[config.mk]
export PLATFORM = sky130hd
export DESIGN_NAME = if_fetch
export DESIGN_NICKNAME = d
export VERILOG_FILES = /design/src/rtl/if_fetch_pkg.sv /design/src/rtl/if_fifo.sv /design/src/rtl/if_fetch.sv
export SDC_FILE = /design/constraint.sdc
export NUM_CORES = 1
export LEC_CHECK = 0
export ABC_AREA = 1
export CORE_UTILIZATION = 35
export DETAILED_ROUTE_END_ITERATION = 10
export GPL_TIMING_DRIVEN = 0
export PLACE_DENSITY = 0.65
export RECOVER_POWER = 50
export SYNTH_ARGS = -nofsm -noshare
export SYNTH_HDL_FRONTEND = slang
export SYNTH_SLANG_ARGS = --single-unit
[constraint.sdc]
create_clock -name clk -period 3.9 [get_ports clk]
set_clock_uncertainty 0.05 [all_clocks]
set_input_delay 0.78 -clock clk [delete_from_list [all_inputs] [get_ports clk]]
set_output_delay 0.78 -clock clk [all_outputs]
set_load 0.05 [all_outputs]
[src/rtl/if_fetch_pkg.sv]
// Shared constants and types for the instruction fetch unit.
package if_fetch_pkg;

   localparam int unsigned XLEN = 32;

   localparam logic [XLEN-1:0] INST_NOP         = 32'h0000_0013;
   localparam logic [XLEN-1:0] ZERO_WORD        = 32'h0000_0000;
   localparam logic [XLEN-1:0] RESET_PC_DEFAULT = 32'h0000_0000;

   // RUN issues fetches; DRAIN swallows stale responses after a redirect
   typedef enum logic {
      ST_RUN   = 1'b0,
      ST_DRAIN = 1'b1
   } fetch_state_e;

   // One fetch-buffer entry: instruction address and returned word
   typedef struct packed {
      logic [XLEN-1:0] addr;
      logic [XLEN-1:0] data;
   } fetch_entry_t;

endpackage

[src/rtl/if_fifo.sv]
// In-order fetch buffer: slots are reserved at grant, filled at rvalid, popped by if_id.
module if_fifo
   import if_fetch_pkg::*;
#(
   parameter int unsigned DEPTH = 2
) (
   input  logic                     clk,
   input  logic                     rst,
   input  logic                     flush_i,
   input  logic                     reserve_i,
   input  logic [XLEN-1:0]          reserve_addr_i,
   input  logic                     fill_i,
   input  logic [XLEN-1:0]          fill_data_i,
   input  logic                     pop_i,
   output logic                     head_filled_o,
   output fetch_entry_t             head_o,
   output logic [$clog2(DEPTH):0]   count_o
);

   localparam int unsigned PW = $clog2(DEPTH);
   localparam int unsigned CW = PW + 1;

   fetch_entry_t     entry_q [DEPTH];
   logic [DEPTH-1:0] filled_q, filled_d;
   logic [PW-1:0]    rsv_ptr_q, rsv_ptr_d;
   logic [PW-1:0]    fill_ptr_q, fill_ptr_d;
   logic [PW-1:0]    pop_ptr_q, pop_ptr_d;
   logic [CW-1:0]    count_q, count_d;

   // Pointer, occupancy and filled-flag update; flush empties the buffer
   always_comb begin
      filled_d   = filled_q;
      rsv_ptr_d  = rsv_ptr_q;
      fill_ptr_d = fill_ptr_q;
      pop_ptr_d  = pop_ptr_q;
      count_d    = count_q;
      if (flush_i) begin
         filled_d   = '0;
         rsv_ptr_d  = '0;
         fill_ptr_d = '0;
         pop_ptr_d  = '0;
         count_d    = '0;
      end else begin
         if (pop_i) begin
            filled_d[pop_ptr_q] = 1'b0;
            pop_ptr_d           = pop_ptr_q + PW'(1);
         end
         if (reserve_i) begin
            filled_d[rsv_ptr_q] = 1'b0;
            rsv_ptr_d           = rsv_ptr_q + PW'(1);
         end
         if (fill_i) begin
            filled_d[fill_ptr_q] = 1'b1;
            fill_ptr_d           = fill_ptr_q + PW'(1);
         end
         count_d = count_q + CW'(reserve_i) - CW'(pop_i);
      end
   end

   // Control state registers
   always_ff @(posedge clk) begin
      if (!rst) begin
         filled_q   <= '0;
         rsv_ptr_q  <= '0;
         fill_ptr_q <= '0;
         pop_ptr_q  <= '0;
         count_q    <= '0;
      end else begin
         filled_q   <= filled_d;
         rsv_ptr_q  <= rsv_ptr_d;
         fill_ptr_q <= fill_ptr_d;
         pop_ptr_q  <= pop_ptr_d;
         count_q    <= count_d;
      end
   end

   // Payload storage; only meaningful while the matching filled flag is set
   always_ff @(posedge clk) begin
      if (reserve_i && !flush_i) begin
         entry_q[rsv_ptr_q].addr <= reserve_addr_i;
      end
      if (fill_i && !flush_i) begin
         entry_q[fill_ptr_q].data <= fill_data_i;
      end
   end

   assign head_filled_o = filled_q[pop_ptr_q];
   assign head_o        = entry_q[pop_ptr_q];
   assign count_o       = count_q;

endmodule

[src/rtl/if_fetch.sv]
// Instruction fetch: PC, imem req/gnt/rvalid handshake, redirect draining, fetch buffer to if_id.
module if_fetch
   import if_fetch_pkg::*;
#(
   parameter logic [31:0] RESET_PC  = RESET_PC_DEFAULT,
   parameter int unsigned BUF_DEPTH = 2
) (
   input  logic        clk,
   input  logic        rst,
   input  logic        jump_en_i,
   input  logic [31:0] jump_addr_i,
   output logic        imem_req_o,
   output logic [31:0] imem_addr_o,
   input  logic        imem_gnt_i,
   input  logic        imem_rvalid_i,
   input  logic [31:0] imem_rdata_i,
   output logic        inst_valid_o,
   output logic [31:0] inst_o,
   output logic [31:0] inst_addr_o,
   input  logic        inst_ready_i
);

   localparam int unsigned CW = $clog2(BUF_DEPTH) + 1;

   fetch_state_e  state_q, state_d;
   logic [31:0]   pc_q, pc_d;
   logic [CW-1:0] in_flight_q, in_flight_d;
   logic [CW-1:0] discard_q, discard_d;
   logic          active_q;

   logic          head_filled;
   fetch_entry_t  head;
   logic [CW-1:0] count;
   logic          pop_c, grant_c, rv_c, rv_drop_c, rv_fill_c;
   logic [CW-1:0] occ_c;

   // A pop this cycle frees a slot, so a full buffer can still issue and sustain one fetch per cycle
   assign pop_c      = head_filled & inst_ready_i;
   assign occ_c      = count - CW'(pop_c);
   assign imem_req_o = active_q & (state_q == ST_RUN) & (occ_c < CW'(BUF_DEPTH));
   assign imem_addr_o = pc_q;

   assign grant_c   = imem_req_o & imem_gnt_i;
   assign rv_c      = imem_rvalid_i & (in_flight_q != '0);
   assign rv_drop_c = rv_c & (discard_q != '0);
   assign rv_fill_c = rv_c & (discard_q == '0) & ~jump_en_i;

   // Next PC, outstanding/discard counters and RUN/DRAIN transitions; a jump overrides everything
   always_comb begin
      state_d     = state_q;
      pc_d        = pc_q;
      discard_d   = discard_q;
      in_flight_d = in_flight_q + CW'(grant_c) - CW'(rv_c);
      if (jump_en_i) begin
         pc_d      = jump_addr_i & ~32'h3;
         discard_d = in_flight_d;
      end else begin
         if (grant_c) begin
            pc_d = pc_q + 32'd4;
         end
         if (rv_drop_c) begin
            discard_d = discard_q - CW'(1);
         end
      end
      case (state_q)
         ST_RUN:   if (discard_d != '0) state_d = ST_DRAIN;
         ST_DRAIN: if (discard_d == '0) state_d = ST_RUN;
         default:  state_d = ST_RUN;
      endcase
   end

   // State registers; active_q keeps req low while reset is held
   always_ff @(posedge clk) begin
      if (!rst) begin
         state_q     <= ST_RUN;
         pc_q        <= RESET_PC;
         in_flight_q <= '0;
         discard_q   <= '0;
         active_q    <= 1'b0;
      end else begin
         state_q     <= state_d;
         pc_q        <= pc_d;
         in_flight_q <= in_flight_d;
         discard_q   <= discard_d;
         active_q    <= 1'b1;
      end
   end

   if_fifo #(
      .DEPTH (BUF_DEPTH)
   ) u_fifo (
      .clk            (clk),
      .rst            (rst),
      .flush_i        (jump_en_i),
      .reserve_i      (grant_c & ~jump_en_i),
      .reserve_addr_i (pc_q),
      .fill_i         (rv_fill_c),
      .fill_data_i    (imem_rdata_i),
      .pop_i          (pop_c & ~jump_en_i),
      .head_filled_o  (head_filled),
      .head_o         (head),
      .count_o        (count)
   );

   assign inst_valid_o = head_filled;
   assign inst_o       = head_filled ? head.data : INST_NOP;
   assign inst_addr_o  = head_filled ? head.addr : ZERO_WORD;

   // Buffered + in-flight equals reserved-or-filled slots plus words still to be discarded
   a_rvalid_outstanding: assert property (@(posedge clk) disable iff (!rst)
      imem_rvalid_i |-> (in_flight_q != '0));
   a_capacity: assert property (@(posedge clk) disable iff (!rst)
      (32'(count) + 32'(discard_q)) <= 32'(BUF_DEPTH));

endmodule

[Yosys cells after proc, flatten, opt, wreduce, memory -nomap -nowiden]
Memories as Yosys holds them, arrays and structs flattened. A register that Yosys moved wholly into a read port is not among the register bits.
Index checks and enable logic that the tools add are counted.
Storage, ports and cells
  memories kept: 1
  memory bits (writable): 128
  register bits after elaboration: 45
  word-level logic and storage cells: 89
  output and inout bits: 98
  input port bits: 70
Operators by class
  multiplexer cells: 29
  reductions and logical operators: 13
  order comparisons: 7
  add/subtract/negate cells: 10
  bitwise gates (word level): 18
Memories
  u_fifo.entry_q: words 2, bits a word 64, read ports 1, clocked after Yosys merged registers in 1, write ports 2, RTL line if_fifo.sv:23  | fetch_entry_t entry_q [DEPTH];
Operators by type and width (count)
  2-to-1 mux 32 bit: 4
  adder 32 x 3 -> 32 bit (second input constant): 1
  2-to-1 mux 1 bit: 14
  2-to-1 mux 2 bit: 7
  AND 1 bit: 10
  nonzero test 2 bit: 4
  < comparator 1 x 2 -> 1 bit (second input constant): 3
  subtractor 2 x 1 -> 2 bit: 3
  logical AND 1 bit: 5
  adder 2 x 1 -> 2 bit: 2
  AND 2 bit: 2
  zero test 2 bit: 2
  inverter 2 bit: 2
  adder 1 bit (second input constant): 3
  demux 1 bit (select 1 bit): 3
  >= comparator 1 bit (second input constant): 3
  inverter 1 bit: 3
  < comparator 2 bit (second input constant): 1
  OR 2 bit: 1
  one-hot mux 1 bit (2 select lines): 1
  OR reduction 2 bit: 1
  subtractor 2 x 1 -> 2 bit (second input constant): 1
  zero test 1 bit: 1

[Depth between registers and ports, before layout]
Gate-level depths: netlist of run 1.
  word-level depth: 13
  gate-level depth with buffers: 14
  depth with buffers taken out: 13

[By module]
A second synthesis of run 1 with hierarchy kept.
Unflattened totals
  cell total of the unflattened synthesis: 847
  area total of the unflattened synthesis: 8454.4 µm²
By module, submodules not included
  if_fifo: sequential area each 4003.8 µm², area an instance 5282.6 µm², times used 1, cells an instance 254
  if_fetch: sequential area each 720.7 µm², area an instance 3171.8 µm², times used 1, cells an instance 593

[Worst setup path after synthesis of run 1]
Ideal clock, no wire load.
  path type: input port to flip-flop
  start: input port jump_en_i
  end: memory u_fifo.entry_q[1][0] (netlist name) (enable)
  stages: 4
  required time: 3426 ps
  setup time: 424 ps
  data arrival time: 2635 ps
  path slack: 791 ps
  path buffers: 1
  path through: buf_2 nor3_1 inv_1 nor2_1
RTL lines
  from (decl): RTL line if_fetch.sv:10  | input logic jump_en_i,
  to (decl): RTL line if_fifo.sv:23

==> results of run 1 <==
## routing by layer
layer,up-vias,track usage [%]
met5,-,0
met4,0,6.00
met1,2871,22.6
met3,17,2.73
li1,3087,-
met2,178,28.4
## final cells by class
class	instances	area share [%]
Sequential cell	168	43.8
Multi-Input combinational cell	536	26.7
Tap cell	285	3.39
Inverter	115	4.11
Clock inverter	14	1.21
Buffer	32	1.44
Clock buffer	18	4.08
Timing Repair Buffer	162	15.3
## cell usage in the layout (no fill, tap or decap), drive strengths merged
master | synthesis | final
nand3 | 27 | 27
nand3b | 12 | 12
dlygate4sd3 | 0 | 35
nor3 | 2 | 2
nand2 | 266 | 266
xor2 | 10 | 10
conb | 1 | 4
o21a | 2 | 2
ha | 6 | 6
inv | 110 | 118
xnor2 | 6 | 6
buf | 21 | 18
mux2 | 59 | 59
or2 | 1 | 1
o21ai | 15 | 15
clkbuf | 11 | 34
a21oi | 22 | 22
edfxtp | 124 | 124
clkdlybuf4s50 | 0 | 125
clkinv | 5 | 8
dfxtp | 44 | 44
nor2 | 97 | 97
mux2i | 1 | 1
clkinvlp | 0 | 3
nand4 | 3 | 3
o211ai | 3 | 3
## cells by family after synthesis
group / count (synthesis) / share of synthesized area [%]
compound gates: 42 / 2.77
buf+inv: 147 / 7.39
fa+ha+maj: 6 / 0.934
simple gates: 408 / 21.4
flops: 168 / 57.3
mux: 60 / 8.39
xor+xnor: 16 / 1.74
other cells: 1 / 0.0466
## power groups by stage
stage          clock network [uW]  registers, uW  logic, uW
2_1_floorplan                   0           2190        394
3_3_place_gp                    0           2150        697
3_5_place_dp                    0           2150        719
4_1_cts                      1620           2110        723
5_1_grt                      1680           2130        755
6_report                     1580           2120        686
## registers in the layout, summed over array words and instances, names as in the netlist, named ones only
signal and flops:
u_fifo.entry_q 124, u_fifo.count_o 2, u_fifo.rsv_ptr_q 1, state_q 1, in_flight_q 2, u_fifo.pop_ptr_q 1, u_fifo.filled_q 2, u_fifo.fill_ptr_q 1
discard_q 2, active_q 1, imem_addr_o 30
## tightest hold or removal path, cell delays in order, from the launching register on
cell and delay, ns:
dfxtp_1 0.33, nand2_1 0.07, a21oi_1 0.06
## synth_stat cells
| cell | instances | area (um2) |
|---|---|---|
| edfxtp_1 | 124 | 3720 |
| nand4_2 | 1 | 12.5 |
| inv_4 | 1 | 6.26 |
| o21ai_1 | 1 | 5.00 |
| nor2_1 | 79 | 297 |
| o21ai_0 | 14 | 70.1 |
| nor2_4 | 1 | 11.3 |
| dfxtp_1 | 44 | 881 |
| buf_6 | 1 | 11.3 |
| nand2_2 | 2 | 12.5 |
| or2_2 | 1 | 6.26 |
| mux2_2 | 59 | 664 |
| a21oi_1 | 22 | 110 |
| nand4_1 | 1 | 6.26 |
| mux2i_1 | 1 | 10.0 |
| nor2_2 | 17 | 106 |
| nor3_1 | 2 | 10.0 |
| inv_2 | 2 | 7.51 |
| o211ai_1 | 3 | 22.5 |
| nand2_4 | 2 | 22.5 |
| buf_4 | 6 | 45.0 |
| buf_1 | 6 | 22.5 |
| nand4_4 | 1 | 21.3 |
| nand2_1 | 262 | 983 |
| clkbuf_1 | 11 | 41.3 |
| xnor2_1 | 6 | 52.6 |
| o21a_1 | 2 | 15.0 |
| nand3_1 | 25 | 125 |
| conb_1 | 1 | 3.75 |
| ha_1 | 6 | 75.1 |
| nand3_2 | 2 | 20.0 |
| xor2_1 | 10 | 87.6 |
| buf_2 | 8 | 40.0 |
| inv_1 | 107 | 402 |
| clkinv_1 | 5 | 18.8 |
| nand3b_1 | 12 | 90.1 |
## final timing paths
| path | start | to | slack (ns) |
|---|---|---|---|
| worst max-delay path | imem_rvalid_i | u_fifo.entry_q[1][2] | 0.31 |
| worst min-delay path | u_fifo.rsv_ptr_q | u_fifo.rsv_ptr_q | 0.45 |
| worst max register to register | discard_q[0] | u_fifo.entry_q[1][2] | 0.73 |
| worst min register to register | u_fifo.rsv_ptr_q | u_fifo.rsv_ptr_q | 0.45 |
## through the flow
step / cells / worst slack [ns]
2_1_floorplan: 851 / 0.791
3_3_place_gp: 1296 / -0.653
3_5_place_dp: 1298 / 0.513
4_1_cts: 1330 / 0.254
5_1_grt: 1330 / 0.0933
6_report: 1330 / 0.310
==> results by group, run 1 <==
Status
  – Violated checks: capacitance limit, slew limit
  – Status: complete, but fails checks

Pwr
  – Peak supply drop: 0.254 mV
  – Power share of the sequential group: 48.3%
  – Switch Pwr: 1250 uW
  – Switching share of total power: 28.4%
  – PwrDens: 416 nW/um2
  – Clk network pwr share: 36.0%
  – Combinational power share: 15.7%
  – Final Power: 4380 uW
  – Lkg Pwr: 0.00419 uW
  – Internal Dissipation: 3140 uW

Floorplanning
  – Die width: 154 um
  – Core Area: 22600 um2
  – Starting Density: 35.6%
  – IO Count: 168
  – Chip height: 154 um
  – FP Rows: 55
  – Die area: 23600 um2

Synth
  – Synthesized flop and latch total: 168
  – Distinct cells, synth: 36
  – Warnings from Yosys: 0
  – Post-synthesis cell area: 8040 um2
  – Register area share after synthesis: 57.3%
  – Avg Synthesized Cell Area: 9.48 um2
  – Post-Syn Instances: 848

Cells and area
  – Antenna diodes: 0
  – FF/Latch Area: 4600 um2
  – P&R area growth vs syn: 30.9%
  – Layout Utilization: 46.6%
  – Fin nets: 1108
  – Design Area, Final: 10500 um2
  – Share of cells above drive strength 1: 12.0%
  – Fillers: 2159
  – Multi-input logic area: 2810 um2

Clock network
  – Clk_lat worst skew: 0.43 ns
  – CTS Buf Count: 17
  – Longest Clk Path Bufs: 2
  – TritonCTS clock tree: yes
  – Post-CTS setup buffers: 0
  – CTS sink cnt: 168
  – Clock-pin slew on the worst setup and hold paths: 0.07 ns
  – CTS Hold Bufs: 0
  – CTS H-Tree Depth: 4
  – Clock Root Buffer: clkbuf_16
  – Post_cts resized: 0

Worst hold path
  – Worst hold stages: 2
  – Worst min path class: flip-flop to flip-flop

Setup path
  – Worst-path fanout max: 31
  – Worst path depth: 6
  – Max stage delay on crit path: 1.34 ns
  – Worst endpoint data arrival time: 3.56 ns
  – CP cell instances: dlygate4sd3_1 > o21ai_0 > nor3_1 > inv_1 > nor2_1 > clkbuf_1
  – R2R cell count: 7
  – WP data required: 3.87 ns
  – Crit start category: primary input
  – Crit path max-delay family: buffers and inverters
  – Crit path capture type: flip-flop
  – CP max stage cell: clkbuf_1
  – Crit Path Category: primary input to flip-flop
  – Crit path buf inv count: 3

STA
  – Final hold slack: 0.452 ns
  – Least-Margin Pin Slew: 1.82 ns
  – Final Hold Vio Count: 0
  – Final worst-path cycle share: 92.1%
  – Slew Limit Headroom: -21.4%
  – # setup viols final: 0
  – Setup TNS: 0 ns
  – Unrepaired setup endpoints after global routing: no
  – Timing-limited maximum frequency: 279 MHz
  – Count of pins over their slew limit: 64
  – Final Critical Period: 3.59 ns

GRT
  – Initial antenna violation count: 0
  – Total track usage: 17.1%
  – Largest net degree at the start of global routing: 32
  – First-pass GRT wire length: 31.5 mm
  – GRT overflow: 0
  – Vias in the first global route: 6167

Drt
  – Initial DRC count: 401
  – DR top layer: met4
  – Vias: 6153
  – Detailed Route WL: 19.4 mm
  – Final antenna-violating net count: 0
  – DR WL/cell: 14.6 um
  – Met2 WL post-DR: 9.23 mm
  – Residual DRC: 0
  – Met3 WL: 801 um
  – Drt pass-1 iters: 5
  – M1 wire length: 9.14 mm
  – Via density: 4.63

Placed design
  – DP HPWL: 14.1 mm
  – Placed cell areas: 10100 um2
  – PortBufs: 160
  – Gp weighted congestion: 0.867

Run
  – Max Cap Viol: 2
No activity file was read; power rests on OpenSTA's default activity.
==> run 2: changes to the inputs <==
--- a/config.mk
+++ b/config.mk
@@ -6,6 +6,7 @@
 export NUM_CORES = 1
 export LEC_CHECK = 0
 export ABC_AREA = 1
+export CORE_MARGIN = 1.5
 export CORE_UTILIZATION = 35
 export DETAILED_ROUTE_END_ITERATION = 10
 export GPL_TIMING_DRIVEN = 0
==> run 2 against run 1 <==
The run still ends with capacitance limit, slew limit left; sequential cell count unchanged; critical path depth rose by 2; fmax rose by 0.87%; sequential share of layout area about the same; non-clock buffer count unchanged; die area increased by 1.3%; cell count about the same; core utilization about the same; final area barely moved; largest cell class unchanged.
==> results by group, run 2 (same netlist as run 1, synthesis figures left out) <==
Drt
  – Vias: 6164 (+0.18%)
  – Residual DRC: 0 (unchanged)
  – Drt pass-1 iters: 5 (unchanged)
  – DR WL/cell: 14.7 um (+0.68%)
  – Via density: 4.64 (+0.25%)
  – Initial DRC count: 342 (-15%)
  – Detailed Route WL: 19.6 mm (+0.61%)
  – Final antenna-violating net count: 0 (unchanged)

Setup path
  – R2R cell count: 7 (unchanged)
  – Crit start category: flip-flop
  – Flop-to-flop setup slack: 0.77 ns (+0.04 ns)
  – CP max stage cell: clkdlybuf4s50_1
  – Crit path capture type: output port
  – Reg2reg end: u_fifo.entry_q[0][27]
  – Crit Path Category: flip-flop to output port
  – Worst r2r src: discard_q[0]
  – WP data required: 3.07 ns (-0.80 ns)
  – CP cell instances: inv_1 > nand2_1 > nand2_2 > buf_2 > buf_1 > nand2_1 > inv_1 > clkdlybuf4s50_1
  – Max stage delay on crit path: 0.83 ns (-0.51 ns)
  – Worst-path fanout max: 10 (-68%)
  – Worst endpoint data arrival time: 2.73 ns (-0.83 ns)

GRT
  – First-pass GRT wire length: 31.6 mm (+0.24%)
  – Initial antenna violation count: 0 (unchanged)
  – Met3 GRT Util: 3.08% (+0.35 points)
  – GR peak layer: met2
  – Vias in the first global route: 6154 (-0.21%)
  – Total track usage: 17.0% (-0.064 points)
  – Met1 Usage GRT: 22.8% (+0.20 points)
  – GRT overflow: 0 (unchanged)
  – GRT met2 Usage: 27.6% (-0.75 points)
  – Largest net degree at the start of global routing: 32 (unchanged)

Floorplanning
  – Die width: 155 um (+0.65%)
  – Core Area: 22600 um2 (unchanged)
  – Die area: 23900 um2 (+1.3%)
  – IO Count: 168 (unchanged)
  – FP Rows: 55 (unchanged)
  – Chip height: 155 um (+0.65%)
  – Starting Density: 35.6% (unchanged)

Cells and area
  – P&R area growth vs syn: 30.9% (about the same)
  – Max FFs per register: 124 (unchanged)
  – Final cell count without fillers: 1329 (-0.075%)
  – Antenna diodes: 0 (unchanged)
  – Most common cell after layout, fill and taps aside: nand2_1
  – Commonest non-fill, non-tap cells in the layout: 265 x nand2_1, 125 x clkdlybuf4s50_1, 124 x edfxtp_1
  – Share of cells above drive strength 1: 11.9% (-0.084 points)
  – Layout Utilization: 46.6% (about the same)
  – Fin nets: 1108 (unchanged)
  – Reg with most FFs: u_fifo.entry_q
  – Fillers: 2164 (+0.23%)

Clock network
  – CTS Buf Count: 17 (unchanged)
  – Post_cts resized: 0 (unchanged)
  – CTS Hold Bufs: 0 (unchanged)
  – Post-CTS setup buffers: 0 (unchanged)
  – TritonCTS clock tree: yes
  – CTS sink cnt: 168 (unchanged)
  – Clk_lat worst skew: 0.43 ns (about the same)
  – Clock Root Buffer: clkbuf_16
  – CTS H-Tree Depth: 4 (unchanged)
  – Longest Clk Path Bufs: 2 (unchanged)
  – Clock-pin slew on the worst setup and hold paths: 0.07 ns (about the same)

Placed design
  – PortBufs: 160 (unchanged)
  – DP HPWL: 14.3 mm (+1.1%)
  – Gp weighted congestion: 0.886 (+2.2%)
  – Placed cell count: 1298 (unchanged)

Status
  – Status: complete, but fails checks
  – Violated checks: capacitance limit, slew limit

STA
  – Timing-limited maximum frequency: 281 MHz (+0.87%)
  – Final worst-path cycle share: 91.3% (-0.79 points)
  – Final Hold Vio Count: 0 (unchanged)
  – Final Critical Period: 3.56 ns (-0.0310 ns)
  – Final hold slack: 0.438 ns (-0.0141 ns)
  – Count of pins over their slew limit: 32 (-50%)
  – Unrepaired setup endpoints after global routing: no
  – Least-Margin Pin Slew: 1.82 ns (-0.00295 ns)
  – Slew Limit Headroom: -21.2% (+0.20 points)
  – # setup viols final: 0 (unchanged)

Worst hold path
  – Worst hold stages: 2 (unchanged)
  – Worst min path class: flip-flop to flip-flop
  – Hold Path End: u_fifo.rsv_ptr_q
  – Hold Startpoint: u_fifo.rsv_ptr_q

Run
  – Max Cap Viol: 1 (-1)

Pwr
  – Lkg Pwr: 0.00419 uW (about the same)
  – PwrDens: 422 nW/um2 (+1.4%)
  – Peak supply drop: 0.235 mV (-7.5%)
## run 2: cell type report
type,instances,area [um2],share of cell area (%)
inverters,115,433,4.11
well taps,285,357,3.39
multi-input cells,536,2800,26.6
plain buffers,32,149,1.41
repair buffers,162,1610,15.3
clock buffers,17,425,4.04
clock inverters,14,149,1.41
flip-flops and latches,168,4600,43.7
## run 2: layer usage
layer | share of wire, % | vias up
li1 | - | 3094
met1 | 48 | 2849
met2 | 46 | 199
met3 | 4.8 | 22
met4 | 1.8 | 0
met5 | 0 | -
## run 2: critical path: cells and delay by family (launching register included)
| kind | cells | cell delay [ns] |
|---|---|---|
| buffers and inverters | 5 | 1.71 |
| DFF | 1 | 0.34 |
| and+or+nand+nor | 3 | 0.25 |
## run 2: worst max-delay path by stage
stage               depth (start not counted)        startpoint                    end
floorplan                                   4         jump_en_i   u_fifo.entry_q[1][0]
global placement                            5     imem_rvalid_i  u_fifo.entry_q[1][30]
detailed placement                          7      inst_ready_i  u_fifo.entry_q[0][45]
finish                                      8  u_fifo.pop_ptr_q         inst_addr_o[3]
CTS                                         8  u_fifo.pop_ptr_q              inst_o[8]
global route                                6     imem_rvalid_i  u_fifo.entry_q[0][29]
## run 2: through the flow
stage | worst slack, ns | total power, uW | TNS, ns | cell area, um2
global route | 0.0953 | 4630 | 0 | 10500
global placement | -0.655 | 2850 | -41.69 | 10000
finish | 0.341 | 4450 | 0 | 10500
CTS | 0.268 | 4510 | 0 | 10600
detailed placement | 0.501 | 2870 | 0 | 10100
floorplan | 0.791 | 2590 | 0 | 8050
## run 2: report_power, final
part	leakage, uW	switching [uW]	internal [uW]
logic	0.00242	430	256
registers	0.00149	77.0	2040
clock network	0.000274	701	944
==> run 3: changes to the inputs <==
--- a/config.mk
+++ b/config.mk
@@ -8,6 +8,7 @@
 export ABC_AREA = 1
 export CORE_MARGIN = 1.5
 export CORE_UTILIZATION = 35
+export CTS_BUF_LIST = sky130_fd_sc_hd__clkbuf_8
 export DETAILED_ROUTE_END_ITERATION = 10
 export GPL_TIMING_DRIVEN = 0
 export PLACE_DENSITY = 0.65
==> run 3 against run 2 <==
The run still ends with capacitance limit, slew limit left; sequential share of layout area up 0.80 points; global-route usage about the same; register-to-register slack worse by 0.02 ns; final area down 1.8%; non-clock buffer count unchanged; sequential cell count unchanged; largest power group unchanged; clock-buffer cell count unchanged; critical path depth unchanged; worst setup slack worse by 0.047 ns; routed wire length about the same; clock power down 25%; total power down 9.5%.
==> results by group, run 3 (same netlist as run 1, synthesis figures left out) <==
Setup path
  – Crit path max-delay family: buffers and inverters
  – Crit path capture type: output port
  – Crit Path Category: flip-flop to output port
  – Crit path buf inv count: 5 (unchanged)
  – Worst-path fanout max: 10 (unchanged)
  – Crit start category: flip-flop
  – Worst endpoint data arrival time: 2.78 ns (+0.05 ns)
  – CP cell instances: inv_1 > nand2_1 > nand2_2 > buf_2 > buf_1 > nand2_1 > inv_1 > clkdlybuf4s50_1
  – WP data required: 3.07 ns (about the same)
  – CP max stage cell: clkdlybuf4s50_1
  – Max stage delay on crit path: 0.83 ns (about the same)

Clock network
  – CTS Hold Bufs: 0 (unchanged)
  – CTS H-Tree Depth: 4 (unchanged)
  – Longest Clk Path Bufs: 2 (unchanged)
  – Post-CTS setup buffers: 0 (unchanged)
  – CTS Buf Count: 17 (unchanged)
  – CTS sink cnt: 168 (unchanged)
  – Clock Root Buffer: clkbuf_8
  – Post_cts resized: 0 (unchanged)
  – TritonCTS clock tree: yes
  – Clk_lat worst skew: 0.46 ns (+0.03 ns)
  – Clock-pin slew on the worst setup and hold paths: 0.10 ns (+0.03 ns)

Placed design
  – DP HPWL: 14.3 mm (unchanged)
  – Gp weighted congestion: 0.886 (unchanged)
  – Worst slack, placed: 0.501 ns (unchanged)
  – Placed cell count: 1298 (unchanged)
  – PortBufs: 160 (unchanged)

STA
  – Slew Limit Headroom: -22.6% (-1.3 points)
  – # setup viols final: 0 (unchanged)
  – Final Critical Period: 3.61 ns (+0.0469 ns)
  – Count of pins over their slew limit: 32 (unchanged)
  – Least-Margin Pin Slew: 1.84 ns (+0.0199 ns)
  – Final hold slack: 0.442 ns (+0.00416 ns)
  – Timing-limited maximum frequency: 277 MHz (-1.3%)
  – Unrepaired setup endpoints after global routing: no
  – Final WS setup: 0.294 ns (-0.0469 ns)
  – Final Hold Vio Count: 0 (unchanged)
  – Final worst-path cycle share: 92.5% (+1.2 points)

Drt
  – Final antenna-violating net count: 0 (unchanged)
  – Detailed Route WL: 19.6 mm (about the same)
  – Residual DRC: 0 (unchanged)
  – Initial DRC count: 349 (+2.0%)
  – DR WL/cell: 14.7 um (about the same)
  – Via density: 4.65 (+0.21%)
  – Drt pass-1 iters: 4 (-1)
  – Vias: 6177 (+0.21%)

GRT
  – GRT overflow: 0 (unchanged)
  – Vias in the first global route: 6157 (+0.049%)
  – Initial antenna violation count: 0 (unchanged)
  – Total track usage: 17.0% (about the same)
  – Largest net degree at the start of global routing: 32 (unchanged)
  – First-pass GRT wire length: 31.6 mm (about the same)

Cells and area
  – Multi-input logic area: 2800 um2 (about the same)
  – Max FFs per register: 124 (unchanged)
  – Fin nets: 1108 (unchanged)
  – Fillers: 2182 (+0.83%)
  – Antenna diodes: 0 (unchanged)
  – Final cell count without fillers: 1329 (unchanged)
  – Reg with most FFs: u_fifo.entry_q
  – Share of cells above drive strength 1: 12.0% (+0.096 points)
  – Commonest non-fill, non-tap cells in the layout: 265 x nand2_1, 125 x clkdlybuf4s50_1, 124 x edfxtp_1
  – Most common cell after layout, fill and taps aside: nand2_1
  – P&R area growth vs syn: 28.6%
  – FF/Latch Area: 4600 um2 (unchanged)

Floorplanning
  – FP Rows: 55 (unchanged)
  – IO Count: 168 (unchanged)
  – Core Area: 22600 um2 (unchanged)
  – Die width: 155 um (unchanged)
  – Chip height: 155 um (unchanged)
  – Die area: 23900 um2 (unchanged)
  – Starting Density: 35.6% (unchanged)

Pwr
  – PwrDens: 389 nW/um2 (-7.8%)
  – Switch Pwr: 1160 uW (-3.8%)
  – Internal Dissipation: 2860 uW (-12%)
  – Clk network pwr share: 30.4% (-6.6 points)
  – Combinational power share: 17.1% (+1.7 points)
  – Switching share of total power: 28.9% (+1.7 points)
  – Peak supply drop: 0.220 mV (-6.6%)
  – Power share of the sequential group: 52.5% (+4.9 points)
  – Lkg Pwr: 0.00410 uW (-2.1%)

Status
  – Status: complete, but fails checks
  – Violated checks: capacitance limit, slew limit

Worst hold path
  – Worst min path class: flip-flop to flip-flop

Run
  – Max Cap Viol: 1 (unchanged)
run 3: cell types whose count changed in the layout (fill, tap and decap cells not counted):
cell       delta
nor2_1        -1
clkbuf_8     +17
clkbuf_16    -17
nor2_2        +1
run 3: worst paths after layout:
check	slack, ns	endpoint	cells past startpoint	start
worst max-delay path	0.29	inst_addr_o[3]	8	u_fifo.pop_ptr_q
worst min-delay path	0.44	u_fifo.rsv_ptr_q	2	u_fifo.rsv_ptr_q
worst max register to register	0.75	u_fifo.entry_q[0][27]	7	discard_q[0]
worst min register to register	0.44	u_fifo.rsv_ptr_q	2	u_fifo.rsv_ptr_q
run 3: stage by stage:
step | total power (uW) | utilization [%] | setup TNS, ns | area (um2)
final | 4020 | 45.8 | 0 | 10300
after global routing | 4200 | 45.8 | 0 | 10300
after CTS | 4090 | 46.3 | 0 | 10400
after detailed placement | 2870 | 44.6 | 0 | 10100
after global placement | 2850 | 44.3 | -41.69 | 10000
after floorplan | 2590 | - | 0 | 8050
run 3: final cells by class:
| type | count | share of cell area [%] |
|---|---|---|
| timing repair buffer | 162 | 15.6 |
| tap | 285 | 3.45 |
| inverter | 115 | 4.19 |
| multi-input combinational | 536 | 27.1 |
| buffer | 32 | 1.44 |
| sequential | 168 | 44.5 |
| clock inverter | 14 | 1.44 |
| clock buffer | 17 | 2.26 |
run 3: metal layers:
layer / routed length, um / global-route usage, % / up-vias
met5: 0 / 0 / -
met2: 9080 / 28.1 / 183
met4: 277 / 5.49 / 0
met1: 9330 / 22.7 / 2887
met3: 871 / 3.14 / 21
li1: - / - / 3086
run 3: power by group through the flow:
stage	registers, uW	clock network [uW]	logic, uW
6_report	2110	1230	686
5_1_grt	2130	1320	752
4_1_cts	2110	1250	724
3_5_place_dp	2150	0	720
3_3_place_gp	2150	0	697
2_1_floorplan	2190	0	394
run 3: worst register-to-register path, cell delays in order, from the launching register on:
cell and delay [ns]:
dfxtp_1 0.31, inv_1 0.08, ha_1 0.17, inv_1 0.04, nor3_1 0.34, inv_1 0.11, nor2_1 0.26, clkbuf_1 1.36
